### src/rtl/line_buffer_sequencer.sv
// Sequences one projection line through the partitioned line buffer: fill with
// filtered samples, flush with zeros, and tag each tap word with a sample index.
module line_buffer_sequencer #(
    parameter int pNoTaps     = 4,
    parameter int pTapsWidth  = 8,
    parameter int pDataLength = 16,
    parameter int pLineLength = 256,
    parameter int pIndexWidth = 12
) (
    input  logic                   clk,
    input  logic                   reset,
    input  logic                   start,
    input  logic                   in_valid,
    input  logic [pDataLength-1:0] in_data,
    output logic                   in_ready,
    input  logic                   out_ready,
    output logic                   lb_enable,
    output logic [pDataLength-1:0] lb_shift_in,
    output logic                   taps_valid,
    output logic [pIndexWidth-1:0] sample_index,
    output logic                   line_done,
    output logic                   busy
);

    localparam int kFlushLength     = (pNoTaps - 1) * pTapsWidth;
    localparam int kInCountWidth    = (pLineLength > 1) ? $clog2(pLineLength) : 1;
    localparam int kFlushCountWidth = (kFlushLength > 1) ? $clog2(kFlushLength) : 1;
    localparam logic [kInCountWidth-1:0]    kInLast    = kInCountWidth'(pLineLength - 1);
    localparam logic [kFlushCountWidth-1:0] kFlushLast =
        kFlushCountWidth'((kFlushLength > 0) ? kFlushLength - 1 : 0);

    typedef enum logic [1:0] {
        IDLE,
        FILL,
        FLUSH
    } state_t;

    state_t                      state_q, state_d;
    logic [kInCountWidth-1:0]    inCount_q, inCount_d;
    logic [kFlushCountWidth-1:0] flushCount_q, flushCount_d;
    logic [pIndexWidth-1:0]      sampleIndex_q, sampleIndex_d;
    logic                        tapsValid_q, tapsValid_d;
    logic                        lineDone_q, lineDone_d;

    // Every shift moves a new word to tap 0; its index is the shift count minus one.
    always_comb begin
        state_d       = state_q;
        inCount_d     = inCount_q;
        flushCount_d  = flushCount_q;
        sampleIndex_d = sampleIndex_q;
        lineDone_d    = 1'b0;

        in_ready    = (state_q == FILL) && out_ready;
        lb_enable   = ((state_q == FILL) && in_valid && out_ready) ||
                      ((state_q == FLUSH) && out_ready);
        lb_shift_in = (state_q == FILL) ? in_data : '0;
        busy        = (state_q != IDLE);
        tapsValid_d = lb_enable;

        case (state_q)
            IDLE: begin
                if (start) begin
                    state_d      = FILL;
                    inCount_d    = '0;
                    flushCount_d = '0;
                end
            end
            FILL: begin
                if (lb_enable) begin
                    sampleIndex_d = pIndexWidth'(inCount_q);
                    inCount_d     = inCount_q + kInCountWidth'(1);
                    if (inCount_q == kInLast) begin
                        if (kFlushLength == 0) begin
                            state_d    = IDLE;
                            lineDone_d = 1'b1;
                        end else begin
                            state_d = FLUSH;
                        end
                    end
                end
            end
            FLUSH: begin
                if (lb_enable) begin
                    sampleIndex_d = pIndexWidth'(pLineLength) + pIndexWidth'(flushCount_q);
                    flushCount_d  = flushCount_q + kFlushCountWidth'(1);
                    if (flushCount_q == kFlushLast) begin
                        state_d    = IDLE;
                        lineDone_d = 1'b1;
                    end
                end
            end
            default: state_d = IDLE;
        endcase
    end

    always_ff @(posedge clk) begin
        if (reset) begin
            state_q       <= IDLE;
            inCount_q     <= '0;
            flushCount_q  <= '0;
            sampleIndex_q <= '0;
            tapsValid_q   <= 1'b0;
            lineDone_q    <= 1'b0;
        end else begin
            state_q       <= state_d;
            inCount_q     <= inCount_d;
            flushCount_q  <= flushCount_d;
            sampleIndex_q <= sampleIndex_d;
            tapsValid_q   <= tapsValid_d;
            lineDone_q    <= lineDone_d;
        end
    end

    assign taps_valid   = tapsValid_q;
    assign sample_index = sampleIndex_q;
    assign line_done    = lineDone_q;

endmodule
### config.mk
export PLATFORM = sky130hd
export DESIGN_NAME = line_buffer_sequencer
export DESIGN_NICKNAME = d
export VERILOG_FILES = /design/src/rtl/line_buffer_sequencer.sv
export SDC_FILE = /design/constraint.sdc
export NUM_CORES = 1
export LEC_CHECK = 0
export BUFFER_PORTS_ARGS = -buffer_cell sky130_fd_sc_hd__buf_4
export CORE_ASPECT_RATIO = 0.8
export CORE_MARGIN = 5
export CORE_UTILIZATION = 40
export CTS_BUF_LIST = sky130_fd_sc_hd__clkbuf_4
export CTS_CLUSTER_SIZE = 10
export DETAILED_ROUTE_END_ITERATION = 10
export PLACE_DENSITY = 0.68
export SYNTH_ARGS = -nofsm -noshare
export SYNTH_HDL_FRONTEND = slang
export SYNTH_SLANG_ARGS = --single-unit
### constraint.sdc
create_clock -name clk -period 2.8 [get_ports clk]
set_input_delay 0.56 -clock clk [delete_from_list [all_inputs] [get_ports clk]]
set_output_delay 0.56 -clock clk [all_outputs]
set_load 0.05 [all_outputs]
==> run_results.csv, run 1 <==
group,metric,value,unit
hold_path,min_path_cells,2,
critical_path,cp-end-kind,"output pin",
finish,mostFrequentLayoutCells,"buf_4, dfxtp_1, and2_1, a21oi_1, nor3_1",
yosys,yosys.cell_types.count,39,
placed_design,dpl.hpwl,2670,um
route,wire_per_inst,14.6,um
timing,rsz0062_at_grt,"false",
finish,drive_gt1_share,30.5,%
critical_path,r2r-start,"state_q[0]",
yosys,synth_top_area_share,37.4,%
finish,syn_to_final_growth,27.7,%
route,vias,1344,
grt,antenna_found_initial,0,
critical_path,crit_path_start,"state_q[0]",
placed_design,gp_congestion,0.827,
timing,tightest_slew,0.573,ns
floorplan,placementRows,19,
critical_path,crit_chain,"nor2b_2, and2_1, buf_4",
critical_path,max_stage_delay,0.66,ns
grt,overflow,0,
route,drt_iter0_drc,68,
clock_tree,cts_root_buf,"clkbuf_4",
route,drc,0,
outcome,status,"complete, no violations",
timing,maxSlewHeadroom,60.7,%
yosys,yosysSeqAreaShare,37.4,%
grt,grt_first_pass_wirelength,6170,um
yosys,yosysWarnings,0,
route,drt_pre_antenna_iters,5,
critical_path,cp_max_fo,19,
finish,final_util,52.3,%
critical_path,crit_type,"reg2out",
floorplan,io_pins,54,
yosys,syn_area,1390,um2
critical_path,cp.depth,3,
floorplan,dieArea,4770,um2
clock_tree,clk_pin_slew,0.13,ns
critical_path,critPathArrivalTime,1.87,ns
critical_path,critPathLaunchType,"flop",
floorplan,start_util,41.0,%
timing,slew_viol_final,0,
timing,finClkSkew,0.00195,ns
floorplan,die_w,76.0,um
grt,grt_max_degree,29,
placed_design,portBuffers,50,
pwr,power_leakage,0.000752,uW
timing,tns,0,ns
timing,fmax,412,MHz
yosys,avgSynthCellArea,8.60,um2
critical_path,cp_top_family,"simple AND/OR/NAND/NOR gates",
yosys,synthTopCellsByArea,"dfxtp_1, and2_1, a21oi_1, mux2i_1, a211oi_1",
yosys,yosysTopAreaCell,"dfxtp_1",
route,ant_nets,0,
yosys,syn_inst,162,
yosys,ys_seq_elements,26,
clock_tree,clk_latency,0.32,ns
hold_path,worstHoldStart,"sample_index[7]",
pwr,power-per-cell-area,402,nW/um2
clock_tree,cts_sinks,26,
grt,grt_pass1_vias,1321,
floorplan,die_h,62.8,um
timing,hold_viol_final,0,
grt,grt_use_total,15.3,%
pwr,power,715,uW
clock_tree,h-tree-depth,1,
critical_path,slowest_stage,"dfxtp_1",
timing,min_period,2.43,ns
finish,diodes,0,
critical_path,critPathRequiredTime,2.24,ns
pwr,ir_drop,0.160,mV
clock_tree,tritoncts,"built",
clock_tree,ctsHoldBuffers,0,
finish,nets,228,
timing,fin_crit_sh,86.7,%
flow_run,cap_viol_max_count,0,
timing,setup_violations,0,
clock_tree,cts_max_path_buffers,2,
hold_path,hold_path.class,"reg2reg",
finish,final_common_cell,"buf_4",
critical_path,crit_buf_inv,1,
critical_path,ff2ff_path_depth,4,
route,routed_via_density,5.49,
floorplan,core,3400,um2
route,wl,3580,um
clock_tree,cts_made_buffers,3,
[synthesized netlist by cell type]
| cell type | instances |
|---|---|
| nand2b_1 | 2 |
| mux2_2 | 2 |
| and4b_1 | 1 |
| or2_2 | 1 |
| buf_6 | 1 |
| a21oi_1 | 13 |
| a2111o_1 | 1 |
| buf_1 | 2 |
| nor3b_2 | 1 |
| nand4_1 | 2 |
| o31ai_1 | 4 |
| and2_1 | 17 |
| nor4b_1 | 1 |
| conb_1 | 1 |
| nor3_1 | 11 |
| nor2b_1 | 1 |
| a2111oi_0 | 3 |
| o21ai_0 | 2 |
| ha_1 | 2 |
| mux2i_1 | 6 |
| nor3b_1 | 2 |
| or2b_1 | 1 |
| and3b_1 | 1 |
| dfxtp_1 | 26 |
| inv_1 | 6 |
| nand3b_1 | 1 |
| nand2_1 | 7 |
| a211oi_1 | 8 |
| buf_2 | 3 |
| nand3_1 | 7 |
| nand4b_1 | 3 |
| buf_4 | 4 |
| o21bai_1 | 1 |
| and3_1 | 2 |
| a31o_2 | 3 |
| nor2_1 | 3 |
| or3b_1 | 1 |
| or4_1 | 4 |
| clkbuf_1 | 5 |
[tightest hold or removal path, stage by stage, from the launching register on]
cell and delay [ns]:
dfxtp_1 0.33, nand3_1 0.06, a21oi_1 0.05
[registers in the layout (all words and copies together), names as in the netlist]
| name | cells |
|---|---|
| line_done | 1 |
| state_q | 2 |
| taps_valid | 1 |
| sample_index | 9 |
| inCount_q | 8 |
| flushCount_q | 5 |
[final cells by class]
cell class | instances | area, um2
fillers | 322 | 1620
multi-input cells | 117 | 777
flip-flops and latches | 26 | 520
repair buffers | 51 | 383
well taps | 42 | 52.6
clock buffers | 3 | 22.5
inverters | 6 | 22.5
[worst paths after layout]
| path | endpoint | slack (ns) |
|---|---|---|
| worst max-delay path | lb_shift_in[11] | 0.37 |
| worst min-delay path | sample_index[7] | 0.47 |
| worst max register to register | state_q[0] | 0.94 |
| worst min register to register | sample_index[7] | 0.47 |
[per-stage QoR]
stage               setup WS, ns  instance area [um2]  hold WS (ns)  std cells
finish                     0.372                 1780         0.474        245
global route               0.193                 1780         0.516        245
CTS                        0.164                 1780         0.476        245
detailed placement         0.535                 1750         0.458        242
global placement           0.656                 1750         0.451        242
floorplan                  0.875                 1400         0.458        164
[kinds of logic (layout without fill, tap and decap cells)]
kind of cell	Yosys count	in the layout	synth area share (%)
fa+ha+maj	2	2	1.80
flops	26	26	37.4
mux	8	8	5.93
compound gates	35	35	17.0
simple gates	69	69	30.1
buf+inv	21	60	7.55
other cells	1	3	0.269
[timing repair]
action | in CTS | in global routing
setup buffers | 0 | 0
gates resized for setup | 0 | 1
endpoints found under the setup margin | 0 | 17
[per-layer routing]
layer,vias to the layer above,GRT usage (%),part of all wire [%]
li1,667,-,-
met1,649,17.9,41
met2,24,27.0,54
met3,4,3.31,3.8
met4,0,6.00,1.6
met5,-,0,0
[where the power goes]
part           switching [uW]  internal (uW)
clock                     108           50.4
sequential               7.38            375
combinational             115           58.6
No activity file was read; power rests on OpenSTA's default activity.
==> inputs of run 2 (changes only) <==
CORE_ASPECT_RATIO = default   (was 0.8)
clock period = 2.9 ns   (was 2.8 ns; I/O delays follow)
==> run_results.csv, run 2 (synthesis results as in run 1) <==
group,metric,value,unit
outcome,status,"complete, no violations",
pwr,p_sw,232,uW
timing,finClkSkew,0.00725,ns
pwr,power-per-cell-area,437,nW/um2
hold_path,worstHoldStart,"sample_index[7]",
critical_path,critPathArrivalTime,2.08,ns
clock_tree,cts_made_buffers,3,
timing,fin_crit_sh,91.7,%
timing,hold_viol_final,0,
pwr,combPwrFrac,21.4,%
route,wl,3680,um
finish,mostFrequentLayoutCells,"buf_4, dfxtp_1, and2_1, a21oi_1, nor3_1",
critical_path,slowest_stage,"nor2b_1",
floorplan,die_w,69.0,um
route,routed_via_density,5.30,
route,highest_layer,"met4",
timing,slew_viol_final,0,
route,drt_pre_antenna_iters,4,
clock_tree,ctsHoldBuffers,0,
critical_path,max_stage_delay,0.67,ns
critical_path,cp_top_family,"simple AND/OR/NAND/NOR gates",
critical_path,crit_type,"reg2out",
finish,syn_to_final_growth,30.0,%
timing,fmax,376,MHz
timing,fin_ws,0.241,ns
finish,diodes,0,
floorplan,start_util,41.4,%
route,wire_per_inst,14.7,um
timing,maxSlewHeadroom,50.0,%
route,route.met3.wl,182,um
floorplan,core,3360,um2
finish,largest_register_ffs,9,
finish,final_area,1810,um2
critical_path,r2r-start,"state_q[0]",
clock_tree,h-tree-depth,1,
critical_path,critPathRequiredTime,2.32,ns
finish,final_common_cell,"buf_4",
clock_tree,clk_latency,0.33,ns
timing,setup_violations,0,
critical_path,crit_path_start,"state_q[0]",
timing,rsz0062_at_grt,"false",
critical_path,cp-end-kind,"output pin",
floorplan,io_pins,54,
clock_tree,post_cts_buffers,0,
finish,drive_gt1_share,30.4,%
timing,min_period,2.66,ns
critical_path,cp_max_fo,19,
floorplan,die_h,69.0,um
timing,tightest_slew,0.749,ns
grt,grt_pass1_vias,1334,
route,ant_nets,0,
clock_tree,clk_pin_slew,0.15,ns
clock_tree,tritoncts,"built",
critical_path,crit_buf_inv,1,
route,drc,0,
flow_run,cap_viol_max_count,0,
grt,grt_use_total,14.9,%
pwr,pwr-share-seq,46.7,%
pwr,power.clock.fraction,31.9,%
clock_tree,cts_max_path_buffers,2,
critical_path,critPathLaunchType,"flop",
placed_design,placed_area,1760,um2
grt,overflow,0,
timing,tns,0,ns
grt,grt_first_pass_wirelength,5920,um
hold_path,hold_path.class,"reg2reg",
route,route.met2.wl,1920,um
clock_tree,cts_resized,0,
critical_path,crit_chain,"nor2b_1, and2_1, buf_4",
placed_design,dpl.hpwl,2870,um
placed_design,place_ws,0.607,ns
route,vias,1325,
pwr,ir_drop,0.184,mV
floorplan,placementRows,21,
floorplan,dieArea,4760,um2
finish,nets,228,
clock_tree,cts_root_buf,"clkbuf_4",
route,drt_iter0_drc,50,
grt,grt_max_degree,29,
pwr,intPower,559,uW
pwr,power_leakage,0.000766,uW
grt,antenna_found_initial,0,
route,wirelength_met1,1500,um
clock_tree,cts_sinks,26,
pwr,swShare,29.4,%
placed_design,gp_congestion,0.830,
placed_design,portBuffers,50,
run 2: path summary, 6_finish.rpt:
check	slack (ns)	endpoint	cells past startpoint
worst max-delay path	0.24	lb_shift_in[13]	3
worst min-delay path	0.48	sample_index[7]	2
worst max register to register	1.10	state_q[0]	4
worst min register to register	0.48	sample_index[7]	2
run 2: power groups by stage:
stage	registers (uW)	logic, uW	clock network (uW)
after floorplan	385	108	0
after global placement	377	166	0
after detailed placement	377	169	0
after CTS	370	170	258
after global routing	371	177	273
final	370	169	253
run 2: final cells by class:
| cell class | count | area [um2] |
|---|---|---|
| tap | 46 | 57.6 |
| sequential | 26 | 520 |
| inverter | 6 | 22.5 |
| fill | 359 | 1550 |
| clock buffer | 3 | 22.5 |
| multi-input combinational | 117 | 774 |
| timing repair buffer | 51 | 383 |
| clock inverter | 1 | 30.0 |
run 2: worst register-to-register path: stages (launching register included):
cell,delay [ns]
dfxtp_1,0.64
nand4b_1,0.16
buf_4,0.22
or4_1,0.53
nor4b_1,0.16
run 2: through the flow:
stage / hold WS, ns / cells / total power [uW] / util [%]
after global placement: 0.453 / 246 / 543 / 52.3
after detailed placement: 0.463 / 246 / 547 / 52.3
after global routing: 0.500 / 250 / 822 / 53.8
after CTS: 0.483 / 250 / 797 / 53.8
final: 0.476 / 250 / 791 / 53.8
after floorplan: 0.458 / 164 / 493 / -
run 2: metal layers:
metal  track usage, %  vias up
li1                 -      669
met1             15.4      614
met2             27.5       33
met3             3.92        9
met4             6.94        0
met5                0        -
==> inputs of run 3 (changes only) <==
PLACE_DENSITY = 0.73   (was 0.68)
clock period = 2.45 ns   (was 2.9 ns; I/O delays follow)
==> run_results.csv, run 3 (synthesis results as in run 1) <==
group,metric,value,unit
outcome,status,"complete, no violations",
finish,regArea,520,um2
timing,fin_crit_sh,88.9,%
hold_path,hold_path.class,"in2reg",
floorplan,die_w,69.0,um
clock_tree,tritoncts,"built",
clock_tree,ctsHoldBuffers,0,
clock_tree,cts_sinks,26,
finish,multiInputGateArea,774,um2
placed_design,portBuffers,50,
clock_tree,h-tree-depth,1,
timing,tns,0,ns
clock_tree,cts_root_buf,"clkbuf_4",
critical_path,crit_type,"reg2out",
route,drt_pre_antenna_iters,4,
route,wire_per_inst,13.3,um
critical_path,critPathLaunchType,"flop",
floorplan,start_util,41.4,%
critical_path,critPathRequiredTime,1.96,ns
finish,final_common_cell,"buf_4",
finish,diodes,0,
route,routed_via_density,5.25,
critical_path,cp_max_fo,12,
clock_tree,clk_pin_slew,0.13,ns
floorplan,core,3360,um2
critical_path,critPathArrivalTime,1.69,ns
finish,mostFrequentLayoutCells,"buf_4, dfxtp_1, and2_1, a21oi_1, nor3_1",
route,drt_iter0_drc,63,
clock_tree,clk_latency,0.32,ns
timing,min_period,2.18,ns
finish,layoutNonFillerInstCount,252,
grt,antenna_found_initial,0,
grt,grt_max_degree,29,
finish,fill_cells,325,
floorplan,placementRows,21,
placed_design,gp_congestion,0.768,
route,drc,0,
flow_run,cap_viol_max_count,0,
clock_tree,cts_max_path_buffers,2,
timing,hold_viol_final,0,
timing,finClkSkew,0.00936,ns
grt,grt_use_total,14.0,%
timing,fmax,459,MHz
finish,syn_to_final_growth,29.2,%
clock_tree,cts_made_buffers,3,
pwr,power_leakage,0.000763,uW
timing,slew_viol_final,0,
clock_tree,post_cts_buffers,0,
floorplan,die_h,69.0,um
grt,overflow,0,
clock_tree,cts_resized,0,
floorplan,io_pins,54,
grt,grt_pass1_vias,1122,
critical_path,cp-end-kind,"output pin",
pwr,power-per-cell-area,457,nW/um2
placed_design,dpl.hpwl,2610,um
placed_design,place_inst,248,
route,wl,3350,um
timing,maxSlewHeadroom,61.3,%
finish,nets,230,
finish,largest_register_ffs,9,
timing,setup_violations,0,
timing,tightest_slew,0.578,ns
finish,drive_gt1_share,30.6,%
timing,rsz0062_at_grt,"false",
pwr,ir_drop,0.286,mV
floorplan,dieArea,4760,um2
grt,grt_first_pass_wirelength,5660,um
route,vias,1323,
route,ant_nets,0,
## run 3: changes by cell type in the layout (fill, tap and decap cells not counted), sizes merged
| cell | previous run | this run |
|---|---|---|
| bufinv | 1 | 0 |
| clkinv | 0 | 1 |
| buf | 51 | 53 |
## run 3: final cells by class
class | count | share of cell area [%]
multi-input combinational | 117 | 43.0
sequential | 26 | 28.9
timing repair buffer | 53 | 22.1
tap | 46 | 3.20
clock buffer | 3 | 1.25
inverter | 6 | 1.25
clock inverter | 1 | 0.209
## run 3: layer usage
metal  global-route usage [%]  vias to the layer above  part of all wire (%)
li1                         -                      669                     -
met3                     4.07                        2                   6.6
met4                     3.47                        0                  0.81
met2                     21.4                       39                    45
met1                     19.3                      613                    47
met5                        0                        -                     0
## run 3: metrics by stage
step                hold slack (ns)  worst slack [ns]  area [um2]  util [%]  power [uW]
finish                        0.472             0.273        1800      53.5         822
detailed placement            0.467             0.502        1770      52.7         648
CTS                           0.460             0.269        1800      53.5         829
global route                  0.490             0.153        1800      53.5         859
floorplan                     0.458             0.595        1400         -         584
global placement              0.470             0.503        1770      52.7         647
## run 3: power by group
part,leakage [uW],switching (uW),internal [uW]
clock,0.0000154,125,59.7
combinational,0.000537,135,69.6
sequential,0.000210,3.92,429
## run 3: worst paths after layout
check                                startpoint              end  slack, ns  cells after the start
worst max-delay path                 state_q[1]        lb_enable       0.27                      3
worst min-delay path                      start       state_q[0]       0.47                      3
worst max register to register       state_q[1]       state_q[0]       0.56                      4
worst min register to register  sample_index[7]  sample_index[7]       0.48                      2
## run 3: worst max-delay path: stages, from the launching register on
cell      delay [ns]
dfxtp_1         0.45
nand4b_1        0.40
nand2_1         0.29
buf_4           0.24
